File: src/rtl/pipe_hazard_ctrl.sv
// pipe_hazard_ctrl
//   Pipeline hazard control. Merges per-stage stall requests, self-timed
//   multi-cycle stalls (mul/div) and exception flushes into per-stage stall
//   controls, a global flush and a PC redirect.
//
// Ports
//   clk       in   1       clock, rising edge
//   rst       in   1       asynchronous reset, active-low
//   stallreq  in   STAGES  level stall request, bit k raised by stage k
//   mc_start  in   1       pulse: start a self-timed stall of mc_len cycles
//   mc_len    in   LEN_W   self-timed stall length, sampled with mc_start
//   excp_req  in   1       exception pulse: flush pipeline, redirect PC
//   excp_pc   in   AW      redirect target, sampled with excp_req
//   stall     out  STAGES  stall[k]=1 holds stage k register
//   flush     out  1       clear all pipeline registers (registered)
//   new_pc    out  AW      redirect PC, valid while flush=1, held afterwards
//   busy      out  1       1 while the controller is not in RUN
//   wdog_err  out  1       sticky stall watchdog flag
//
// Optional feature macro: STALL_WDOG_EN
//   When defined, a counter tracks consecutive cycles with stall[0]=1 and
//   raises wdog_err once WDOG_LIM cycles are reached. When undefined the
//   watchdog is not built and wdog_err is tied low.

module pipe_hazard_ctrl #(
  parameter int STAGES    = 6,
  parameter int MC_STAGE  = 3,
  parameter int LEN_W     = 6,
  parameter int FLUSH_CYC = 1,
  parameter int AW        = 32,
  parameter int WDOG_LIM  = 64
) (
  input  logic              clk,
  input  logic              rst,
  input  logic [STAGES-1:0] stallreq,
  input  logic              mc_start,
  input  logic [LEN_W-1:0]  mc_len,
  input  logic              excp_req,
  input  logic [AW-1:0]     excp_pc,
  output logic [STAGES-1:0] stall,
  output logic              flush,
  output logic [AW-1:0]     new_pc,
  output logic              busy,
  output logic              wdog_err
);

  typedef enum logic [1:0] {RUN, MC, FLUSH} state_t;

  localparam logic [LEN_W-1:0] FLUSH_LOAD = LEN_W'(FLUSH_CYC - 1);

  state_t            state_q, state_d;
  logic [LEN_W-1:0]  cnt_q, cnt_d;
  logic              flush_q, flush_d;
  logic [AW-1:0]     new_pc_q, new_pc_d;
  logic [STAGES-1:0] mc_mask;
  logic [STAGES-1:0] req_vec;
  logic [STAGES-1:0] stall_c;

  // The multi-cycle owner stage stalls already in the mc_start cycle, so a
  // stall of mc_len cycles begins in the same cycle as the request.
  always_comb begin
    mc_mask = '0;
    if ((state_q == MC) ||
        ((state_q == RUN) && mc_start && (mc_len != '0)))
      mc_mask[MC_STAGE] = 1'b1;
  end

  assign req_vec = stallreq | mc_mask;

  // A request at stage j holds every upstream stage 0..j. Stall is
  // suppressed while flushing since every register is being cleared anyway.
  always_comb begin
    stall_c = '0;
    for (int k = 0; k < STAGES; k++)
      stall_c[k] = |(req_vec >> k);
    if (state_q == FLUSH)
      stall_c = '0;
  end

  // Next-state logic. An exception wins over everything else in every state;
  // in FLUSH it restarts the flush window with the newest redirect target.
  always_comb begin
    state_d  = state_q;
    cnt_d    = cnt_q;
    flush_d  = flush_q;
    new_pc_d = new_pc_q;
    case (state_q)
      RUN: begin
        if (excp_req) begin
          state_d  = FLUSH;
          new_pc_d = excp_pc;
          cnt_d    = FLUSH_LOAD;
          flush_d  = 1'b1;
        end else if (mc_start && (mc_len > LEN_W'(1))) begin
          state_d = MC;
          cnt_d   = mc_len - LEN_W'(1);
        end
      end
      MC: begin
        if (excp_req) begin
          state_d  = FLUSH;
          new_pc_d = excp_pc;
          cnt_d    = FLUSH_LOAD;
          flush_d  = 1'b1;
        end else begin
          cnt_d = cnt_q - LEN_W'(1);
          if (cnt_q == LEN_W'(1))
            state_d = RUN;
        end
      end
      FLUSH: begin
        if (excp_req) begin
          new_pc_d = excp_pc;
          cnt_d    = FLUSH_LOAD;
          flush_d  = 1'b1;
        end else if (cnt_q == '0) begin
          state_d = RUN;
          flush_d = 1'b0;
        end else begin
          cnt_d = cnt_q - LEN_W'(1);
        end
      end
      default: begin
        state_d = RUN;
        flush_d = 1'b0;
        cnt_d   = '0;
      end
    endcase
  end

  always_ff @(posedge clk or negedge rst) begin
    if (!rst) begin
      state_q  <= RUN;
      cnt_q    <= '0;
      flush_q  <= 1'b0;
      new_pc_q <= '0;
    end else begin
      state_q  <= state_d;
      cnt_q    <= cnt_d;
      flush_q  <= flush_d;
      new_pc_q <= new_pc_d;
    end
  end

  assign stall  = stall_c;
  assign flush  = flush_q;
  assign new_pc = new_pc_q;
  assign busy   = (state_q != RUN);

`ifdef STALL_WDOG_EN
  localparam int WCNT_W = $clog2(WDOG_LIM) + 1;

  logic [WCNT_W-1:0] wcnt_q, wcnt_d;
  logic              wdog_q, wdog_d;

  // Count consecutive stalled cycles at the PC stage; the counter parks at
  // the limit so the flag cannot be lost by wrap-around.
  always_comb begin
    wcnt_d = wcnt_q;
    wdog_d = wdog_q;
    if (stall_c[0]) begin
      if (wcnt_q == WCNT_W'(WDOG_LIM - 1))
        wdog_d = 1'b1;
      else
        wcnt_d = wcnt_q + WCNT_W'(1);
    end else begin
      wcnt_d = '0;
    end
  end

  always_ff @(posedge clk or negedge rst) begin
    if (!rst) begin
      wcnt_q <= '0;
      wdog_q <= 1'b0;
    end else begin
      wcnt_q <= wcnt_d;
      wdog_q <= wdog_d;
    end
  end

  assign wdog_err = wdog_q;
`else
  assign wdog_err = 1'b0;
`endif

endmodule

File: config.mk
export PLATFORM = sky130hd
export DESIGN_NAME = pipe_hazard_ctrl
export DESIGN_NICKNAME = d
export VERILOG_FILES = /design/src/rtl/pipe_hazard_ctrl.sv
export SDC_FILE = /design/constraint.sdc
export NUM_CORES = 1
export LEC_CHECK = 0
export CORE_MARGIN = 5
export CORE_UTILIZATION = 30
export CTS_CLUSTER_SIZE = 25
export DETAILED_ROUTE_END_ITERATION = 10
export PLACE_DENSITY_LB_ADDON = 0.3
export SETUP_SLACK_MARGIN = 0.3
export SLEW_MARGIN = 20
export SYNTH_ARGS = -nofsm -noshare
export SYNTH_HDL_FRONTEND = slang
export SYNTH_SLANG_ARGS = --single-unit
File: constraint.sdc
create_clock -name clk -period 2 [get_ports clk]
set_input_delay 0.4 -clock clk [delete_from_list [all_inputs] [get_ports clk]]
set_output_delay 0.4 -clock clk [all_outputs]
set_load 0.01 [all_outputs]
# After elaboration in Yosys (flattened, before gate mapping)
# Cells that the tools add are included.
# word_totals
word_cells	56
reg_bits	41
output_inout_bits	41
# classes
n_reduce_logical	19
n_addsub	2
mux	19
eq_ne	10
bitwise_logic	1
magnitude_cmp	1
# op_table
cell	count
2-to-1 mux 6 bit	6
case mux 6 bit (3 select lines)	1
2-to-1 mux 2 bit	6
subtractor 6 x 1 -> 6 bit, second input constant	2
!= test 3 x 2 -> 1 bit, second input constant	3
== test 6 x 1 -> 1 bit, second input constant	1
greater-than comparator 6 x 1 -> 1 bit, second input constant	1
zero test 6 bit	1
OR 6 x 4 -> 6 bit	1
case mux 2 bit (3 select lines)	1
AND reduction 2 bit	3
nonzero test 6 bit	1
OR reduction 3 bit	2
OR reduction 6 bit	1
OR reduction 5 bit	1
2-to-1 mux 1 bit	4
!= test 2 x 1 -> 1 bit, second input constant	2
AND reduction 4 bit	1
OR reduction 2 bit	2
OR reduction 4 bit	1
logical AND 1 bit	3
!= test 3 bit, second input constant	1
== test 2 x 1 -> 1 bit, second input constant	1
== test 2 bit, second input constant	1
5 further kinds	5

# Logic depth before layout (Yosys ltp)
# Gate-level depths: netlist (run 1).
# depth
ltp_word	8
depth_mapped	8
mapped_depth_nobuf	7

# Least setup slack after synthesis (run 1)
# OpenSTA, ideal clock, no wires.
# synth_timing
path_type	register -> output
start	register state_q[0]
end	output port stall[1]
t_arrival_ns	1.463
slack_ns	0.137
path_stages_with_launch	8
required_time_ns	1.600
cell_sequence	dfrtp_1 -> inv_1 -> ha_1 -> inv_1 -> a211oi_1 -> nor4b_1 -> nor2b_1 -> a21oi_1
# synth_via
elab_chain_cells	8
elab_cells_between_ends	10
cone_classes	eq/ne (2); mux (2); bitwise (1); reduce/logical (5)
# synth_rtl
item	line	source
start: declaration	51	state_t state_q, state_d;
start signal: assignment	138	state_q <= state_d;
zero test 2 bit	64	((state_q == RUN) && mc_start && (mc_len != '0)))
logical AND 1 bit (2 in series)	64	
logical OR 1 bit	63	if ((state_q == MC) ||
2-to-1 mux 1 bit	63	
OR 6 x 4 -> 6 bit	68	assign req_vec = stallreq | mc_mask;
OR reduction 5 bit	75	stall_c[k] = |(req_vec >> k);
2-to-1 mux 6 bit (*)	76	if (state_q == FLUSH)
end: declaration	40	output logic [STAGES-1:0] stall,
# Mark *: on every way between the ends. The rest lies on a longest branch, timed or not.

# Final worst setup path (run 1)
# layout_timing
start	input port mc_len[3]
end	output port stall[0]
# layout_via
elab_chain_cells	7
# layout_rtl
item	line	source
start: declaration	37	input logic [LEN_W-1:0] mc_len,
nonzero test 6 bit	64	
logical AND 1 bit	64	
logical OR 1 bit	63	
2-to-1 mux 1 bit	63	
OR 6 x 4 -> 6 bit	68	
OR reduction 6 bit	75	
2-to-1 mux 6 bit	76	
# No other way between the ends.

==> results of run 1 <==
[metal layers]
layer  vias up  share of wire
met2        71           0.47
met1       856           0.45
met4         0          0.011
li1        858              -
met5         -              0
met3         6          0.076
[cells in the mapped netlist, types with 2 or more instances]
cell	number
o21a_1	2
nor2_1	10
buf_2	4
o21ai_0	4
nand2_1	9
dfrtp_1	41
nor2b_1	4
xnor2_1	3
o22ai_1	2
o31ai_1	3
a21oi_1	5
nor4_2	2
nand2b_1	3
mux2_2	32
inv_1	10
ha_1	10
nor3_1	3
[sequential cells by signal, summed over array words and instances (netlist names)]
signal   flops
new_pc      32
cnt_q        6
state_q      2
flush        1
[power breakdown]
group	switching [W]	internal, W
combinational	0.000893	0.00121
clock	0.000273	0.000280
sequential	0.000156	0.00105
total	0.00132	0.00254
[critical path: stages]
cell	delay, ns
clkdlybuf4s15_2	0.20
nor4_4	0.27
a211oi_2	0.12
nor4b_2	0.28
nor2b_4	0.22
buf_4	0.12
a21oi_2	0.04
buf_2	0.13
[cell families (layout without fill, tap and decap cells)]
group | count (synthesis) | count (layout) | share of synthesized area
simple gates | 37 | 37 | 0.0954
xor+xnor | 4 | 4 | 0.0171
flops | 41 | 41 | 0.501
compound gates | 30 | 31 | 0.108
fa+ha+maj | 10 | 10 | 0.0611
buf+inv | 17 | 141 | 0.0391
mux | 32 | 32 | 0.176
other cells | 1 | 1 | 0.00183
[what timing repair did]
action | 4_1_cts | 5_1_grt
cloned | 1 | 0
hold buffers | 0 | 0
pin swaps | 10 | 11
buffers inserted | 9 | 5
setup endpoints to repair | 15 | 48
resized for setup | 68 | 22
[final cells by class]
type / count / area, um^2
fill: 583 / 3130
timing repair buffer: 123 / 1170
multi-input combinational: 115 / 1160
sequential: 41 / 1030
tap: 80 / 100
clock buffer: 6 / 82.6
inverter: 10 / 37.5
clock inverter: 2 / 13.8
[placed cells by master, fill, tap and decap left out, types with 2 or more instances in the layout]
master,Yosys,final
ha_1,10,6
mux2_2,32,32
ha_4,0,2
nand2_1,9,8
dfrtp_1,41,40
inv_2,0,5
dlygate4sd2_1,0,2
o21a_1,2,2
nand2b_1,3,2
nor2b_1,4,2
inv_1,10,5
o21ai_2,0,2
a41o_4,0,2
o22ai_1,2,2
clkbuf_8,0,6
nor2_1,10,8
xnor2_1,3,3
clkdlybuf4s50_1,0,71
buf_12,0,3
ha_2,0,2
o21ai_0,4,2
buf_2,4,9
a21oi_2,0,3
clkdlybuf4s15_1,0,2
buf_6,1,9
nor4_4,0,2
nor2_4,0,2
nor2b_4,0,2
a21oi_1,5,2
nor3_1,3,3
buf_4,1,25
[metrics by stage]
step	setup TNS (ns)	area (um^2)
2_1_floorplan	0	2080
4_1_cts	-0.589	3450
3_3_place_gp	-5.73	3210
5_1_grt	-1.13	3590
3_5_place_dp	-5.81	3210
6_report	-0.692	3590
[path summary, 6_finish.rpt]
| path | from | to | cells past startpoint | slack [ns] |
|---|---|---|---|---|
| worst max-delay path | mc_len[3] | stall[0] | 8 | -0.18 |
| worst min-delay path | rst | new_pc[9] | 1 | 0.07 |
| worst max register to register | state_q[1] | new_pc[5] | 6 | 0.15 |
| worst min register to register | new_pc[16] | new_pc[16] | 1 | 0.51 |
| max in group asynchronous | rst | new_pc[21] | 2 | 1.44 |
| min in group clk | new_pc[16] | new_pc[16] | 1 | 0.51 |
==> flow_results.org, run 1 <==
** Power
- Total power :: 0.00386 W
- For this design the ratio of total power to cell area is 1070 nW/um^2.
- IR analysis of the VDD net gives a maximum drop of 0.576 mV.
- Pleak :: 1.54 nW

** Setup path
- STA classifies the critical path endpoint as a primary output.
- For the worst setup path, the data arrival time is 1.78 ns.
- Element type at the critical path start :: input port
- Worst Path Class, Setup :: in -> out
- Highest fanout seen on the critical path :: 3
- CP Data Required Time :: 1.60 ns

** Synth
- The cell area that synthesis handed to floorplanning was 2050 um^2.
- Yosys mapped the design onto 42 distinct sky130hd cell types.
- Seq cells post-synth :: 41
- Yosys attributes the largest share of cell area to dfrtp_1, mux2_2, ha_1, inv_1, nor2_1.
- Share of the synthesized area in the top cell type :: 0.501
- Leading area contributor after synthesis :: dfrtp_1
- Async S/R FF share, synth :: 1.00
- The average instance in the mapped netlist occupies 11.9 um^2.
- Most common flop cell mapped by yosys :: dfrtp_1
- Yosys Warn Count :: 0
- For this run, the register share of the synthesized area comes to 0.501.
- The cell count after synthesis came out at 172.
- Number of synthesized flops with an enable pin :: 0
- The number of nets handed over by synthesis was 230.

** Timing
- Setup violations remaining at the end of the flow were counted as 4.
- Worst-case setup margin in the final layout :: -0.180 ns
- The number of max-slew violations in the final report came to 0.
- For the final database, setup skew stands at 0.00828 ns.
- RSZ-0062 raised after global routing :: true
- Tmin final :: 2.18 ns
- Worst hold slack :: 0.0744 ns
- Final hold vios :: 0
- Maximum clock frequency :: 459 MHz
- Final worst-path cycle share :: 1.09

** Die
- Row generation in the floorplan step produced 30 rows.
- Number of top-level design ports :: 89
- The die is 92.6 um tall.
- The floorplan step defined a die boundary enclosing 8570 um^2.
- Die width :: 92.6 um
- The floorplan step defined a core boundary enclosing 6720 um^2.
- Initial cell density of the core :: 0.305

** Layout
- For this run, the post-layout net count is 354.
- Final cell count without fillers :: 377
- Measured on the finished design, the core utilization comes to 0.534.
- Of the cells placed in the final design, the portion with a size suffix greater than 1 is 0.414.
- Area growth, synth to finish :: 75.4%
- Number of antenna diodes :: 0

** Global routing
- Peak-usage layer in the global routing report :: met2
- Entering global routing, the biggest net connects 22 pins.
- Global-route wire length before repair :: 8.43 mm
- Met3 demand-to-capacity share in global routing :: 0.0414
- For met1 alone, demand over resource in global routing was 0.153.
- After global routing the overflow that remains totals 0.
- The number of antenna violations at the first check in global routing came to 0.
- Global routing usage on met2 :: 0.192
- The via count of the first global-routing pass was 1831.
- Aggregate global-route resource usage :: 0.120

** Outcome
- The checks that failed: setup timing.
- The run finished, with violations left.

** Route
- The count of nets left with antenna violations once routing finished came out at 0.
- Average via count per standard cell :: 4.75
- Via count :: 1791
- For this run, design rule violations remaining after detail routing come to 0.
- In this run, the number of DRC markers left after iteration 0 of detailed routing was 38.
- The first TritonRoute pass finished after 4 iterations.
- The final layout contains routed wiring with a total length of 5.28 mm.
- DR WL/cell :: 14.0 um

** Placed design
- After legalization and detailed placement, the total HPWL measured 3.83 mm.
- Placer's final routability congestion estimate :: 0.829
- The count of buffers added on input and output ports is 87.
- Timing analysis after detailed placement gives a worst setup slack of -0.916 ns.
- Cell total after placement :: 354

** CTS
- Clock-pin slew was measured on the worst setup and hold paths at 0.07 ns.
- Clock Tree Buf Depth :: 2
- Number of H-tree branching levels :: 2
- The tree is rooted in a clkbuf_8.
- CTS tree :: done
- CTS saw 41 sinks.
- The clock reaches the later pin of the worst-skew pair after 0.28 ns.
- Counting the buffers created by CTS gives 5.

** Run
- The tool flagged a number of max-cap violations equal to 0.

** Min path
- The path class of the tightest hold or removal check is in -> async.
No activity file was read; power rests on OpenSTA's default activity.
==> run 2: changes to the inputs <==
Settings changed: SLEW_MARGIN 20 to 10.
==> results of run 2 <==
Final layout, timing and power as in run 1 (identical DEF).
==> run 3: changes to the inputs <==
Settings changed: CORE_MARGIN 5 to 10, SKIP_LAST_GASP set to 1.
==> run 3 against run 2 <==
  * Count of clock-buffer cells in the layout down 1
  * Wire length up 12%
  * Sequential power about the same
  * Clock skew down 0.0039 ns
  * Via count up 1.6%
  * Sequential share of layout area down 0.27 points
  * Final area up 0.84%
  * Global-route usage down 1.2 points
  * The flow still finishes with violations (setup timing)
  * First-iteration DRC count up 16%
  * Worst setup slack worse by 0.10 ns
==> flow_results.org, run 3 (synthesized netlist as in run 1, its figures left out) <==
** Setup path
- STA classifies the critical path endpoint as a primary output.
- Highest fanout seen on the critical path :: 3
- Critical Path Start :: state_q[0]
- Element type at the critical path start :: register
- For the worst setup path, the data required time is 1.60 ns.
- Critical path data arrival time :: 1.88 ns
- The startpoint identified for the worst register-to-register timing path is state_q[0].
- Worst r2r path cells :: 9
- The worst setup path is of the reg -> out kind.

** Power
- In this run the power density over the cells is 1090 nW/um^2.
- Total power :: 0.00393 W
- The analysis attributes to cell leakage a power of 1.56 nW.
- IR Drop Worst-Case VDD :: 0.571 mV

** CTS
- Clock latency on the worst-skew pair, taken at its later pin, is 0.28 ns.
- Clock Tree Buf Depth :: 2
- Buffers inserted to repair hold after CTS numbered 0.
- TritonCTS sink count :: 41
- The root buffer cell chosen for the clock tree is clkbuf_8.
- TritonCTS built the clock tree.
- Post-CTS clock slew at the launch and capture registers of the worst setup and hold paths :: 0.07 ns
- TritonCTS created 5 clock buffers.
- The clock tree synthesis step divided the H-tree into 2 levels.

** Route
- Iteration-0 DRC count of the detailed router :: 44
- Dividing the detail-routed wire length by the instance count gives 15.4 um.
- DRT Pass-1 Iters :: 4
- Summed over all layers, the routed wires come to 5.89 mm.
- Dividing the detail-routed via count by the number of cells gives 4.76.
- Via count :: 1820
- After detailed routing, the number of remaining DRC violations is 0.
- The detail route stage leaves a number of antenna-violating nets equal to 0.

** Layout
- Number of antenna diodes :: 0
- After routing the design area is 3620 um^2.
- Fill cell total of the finished layout :: 582
- Layout cell share with drive strength beyond 1 :: 0.414
- At the end of the flow, the number of nets in the layout was 361.
- The register with the most flip-flops in the layout has 32 of them.
- Compared with the post-synthesis result, the final layout area differs by 76.9%.
- Most frequent cells in the layout :: clkdlybuf4s50_1, dfrtp_1, buf_4
- Most common library cell in the layout ignoring fill and taps :: clkdlybuf4s50_1

** Global routing
- The total overflow left after global routing is 0.
- Met3 demand-to-capacity share in global routing :: 0.0369
- Antenna violations before repair :: 0
- The global routing stage identified its most utilized layer as met2.
- The via count of the first global-routing pass was 1951.
- Met1 Use GR :: 0.121
- Aggregate global-route resource usage :: 0.108
- Maximum number of pins on one net before global-route repair :: 24
- Global-route wire length before repair :: 9.12 mm
- For met2 alone, demand over resource in global routing was 0.183.

** Timing
- Remaining max-slew budget at the tightest pin :: 0.642
- Setup violations remaining at the end of the flow were counted as 8.
- Worst-case setup margin in the final layout :: -0.280 ns
- Maximum clock frequency :: 439 MHz
- Subtracting the final worst setup slack from the clock period gives 2.28 ns.
- In the finished design, the share of the clock period the worst path needs comes to 1.14.
- The number of max-slew violations in the final report was 0.
- For the pin with the worst max-slew slack, the measured transition is 0.537 ns.
- RSZ-0062 raised after global routing :: true
- Worst hold slack :: 0.0917 ns
- The final hold violation count is 0.
- Clock skew on the completed layout was measured at 0.00442 ns.

** Outcome
- The run finished, with violations left.
- The checks that failed: setup timing.

** Min path
- The worst hold path belongs to the class in -> async.

** Die
- The initial utilization of the core area, before any placement, comes to 0.305.
- Cell row count :: 30
- The die is 103 um wide.
- The die is 103 um tall.
- The die covers 10500 um^2.
- Number of top-level design ports :: 89
- After floorplanning, the core was sized to cover 6720 um^2.

** Placed design
- OpenSTA, run right after detailed placement, puts the worst setup slack at -0.922 ns.
- Port Buf Inserts :: 87
- Half-perimeter wire length of the detailed placement result :: 4.30 mm
- Placed Area :: 3230 um^2
- Routability-driven placement finished with a final weighted congestion of 0.800.

** Run
- Total of max-cap violations :: 0
## run 3: what timing repair did
item / 4_1_cts / 5_1_grt
hold endpoints to repair: 0 / 0
gates cloned: 1 / 0
resized for setup: 71 / 19
setup endpoints to repair: 31 / 48
pin swaps: 14 / 7
buffers inserted: 10 / 8
## run 3: worst paths after layout
check | slack [ns] | endpoint
worst max-delay path | -0.28 | stall[0]
worst min-delay path | 0.09 | cnt_q[4]
worst max register to register | -0.02 | cnt_q[5]
worst min register to register | 0.51 | new_pc[5]
max in group asynchronous | 1.42 | new_pc[6]
min in group clk | 0.51 | new_pc[5]
## run 3: power by group
group | internal (W) | leakage (nW) | switching, W
clock | 0.000229 | 0.0399 | 0.000257
sequential | 0.00105 | 0.489 | 0.000172
combinational | 0.00129 | 1.03 | 0.000935
## run 3: cell type report
class	instances	area [um^2]	share of cell area
multi-input cells	115	1160	0.320
clock buffers	5	68.8	0.0190
well taps	80	100	0.0276
flip-flops and latches	41	1030	0.283
repair buffers	130	1220	0.338
clock inverters	1	5.00	0.00138
inverters	10	40.0	0.0111
## run 3: per-layer routing
metal,wire length [um],up-vias
li1,-,869
met1,2420,882
met2,2870,62
met3,510,7
met4,83,0
met5,0,-
## run 3: through the flow
stage               TNS (ns)  instances  utilization
floorplan                  0        172            -
global placement       -5.46        357        0.481
detailed placement     -5.86        357        0.481
CTS                   -0.512        374        0.518
global route           -1.76        382        0.539
finish                 -1.11        382        0.539
## run 3: critical path, cell delays in order, from the launching register on
cell and delay [ns]:
dfrtp_1 0.43, inv_2 0.08, ha_4 0.17, inv_4 0.05, a211oi_2 0.03, nor4b_2 0.32, nor2b_4 0.24, buf_6 0.11
a21oi_2 0.03, buf_2 0.13
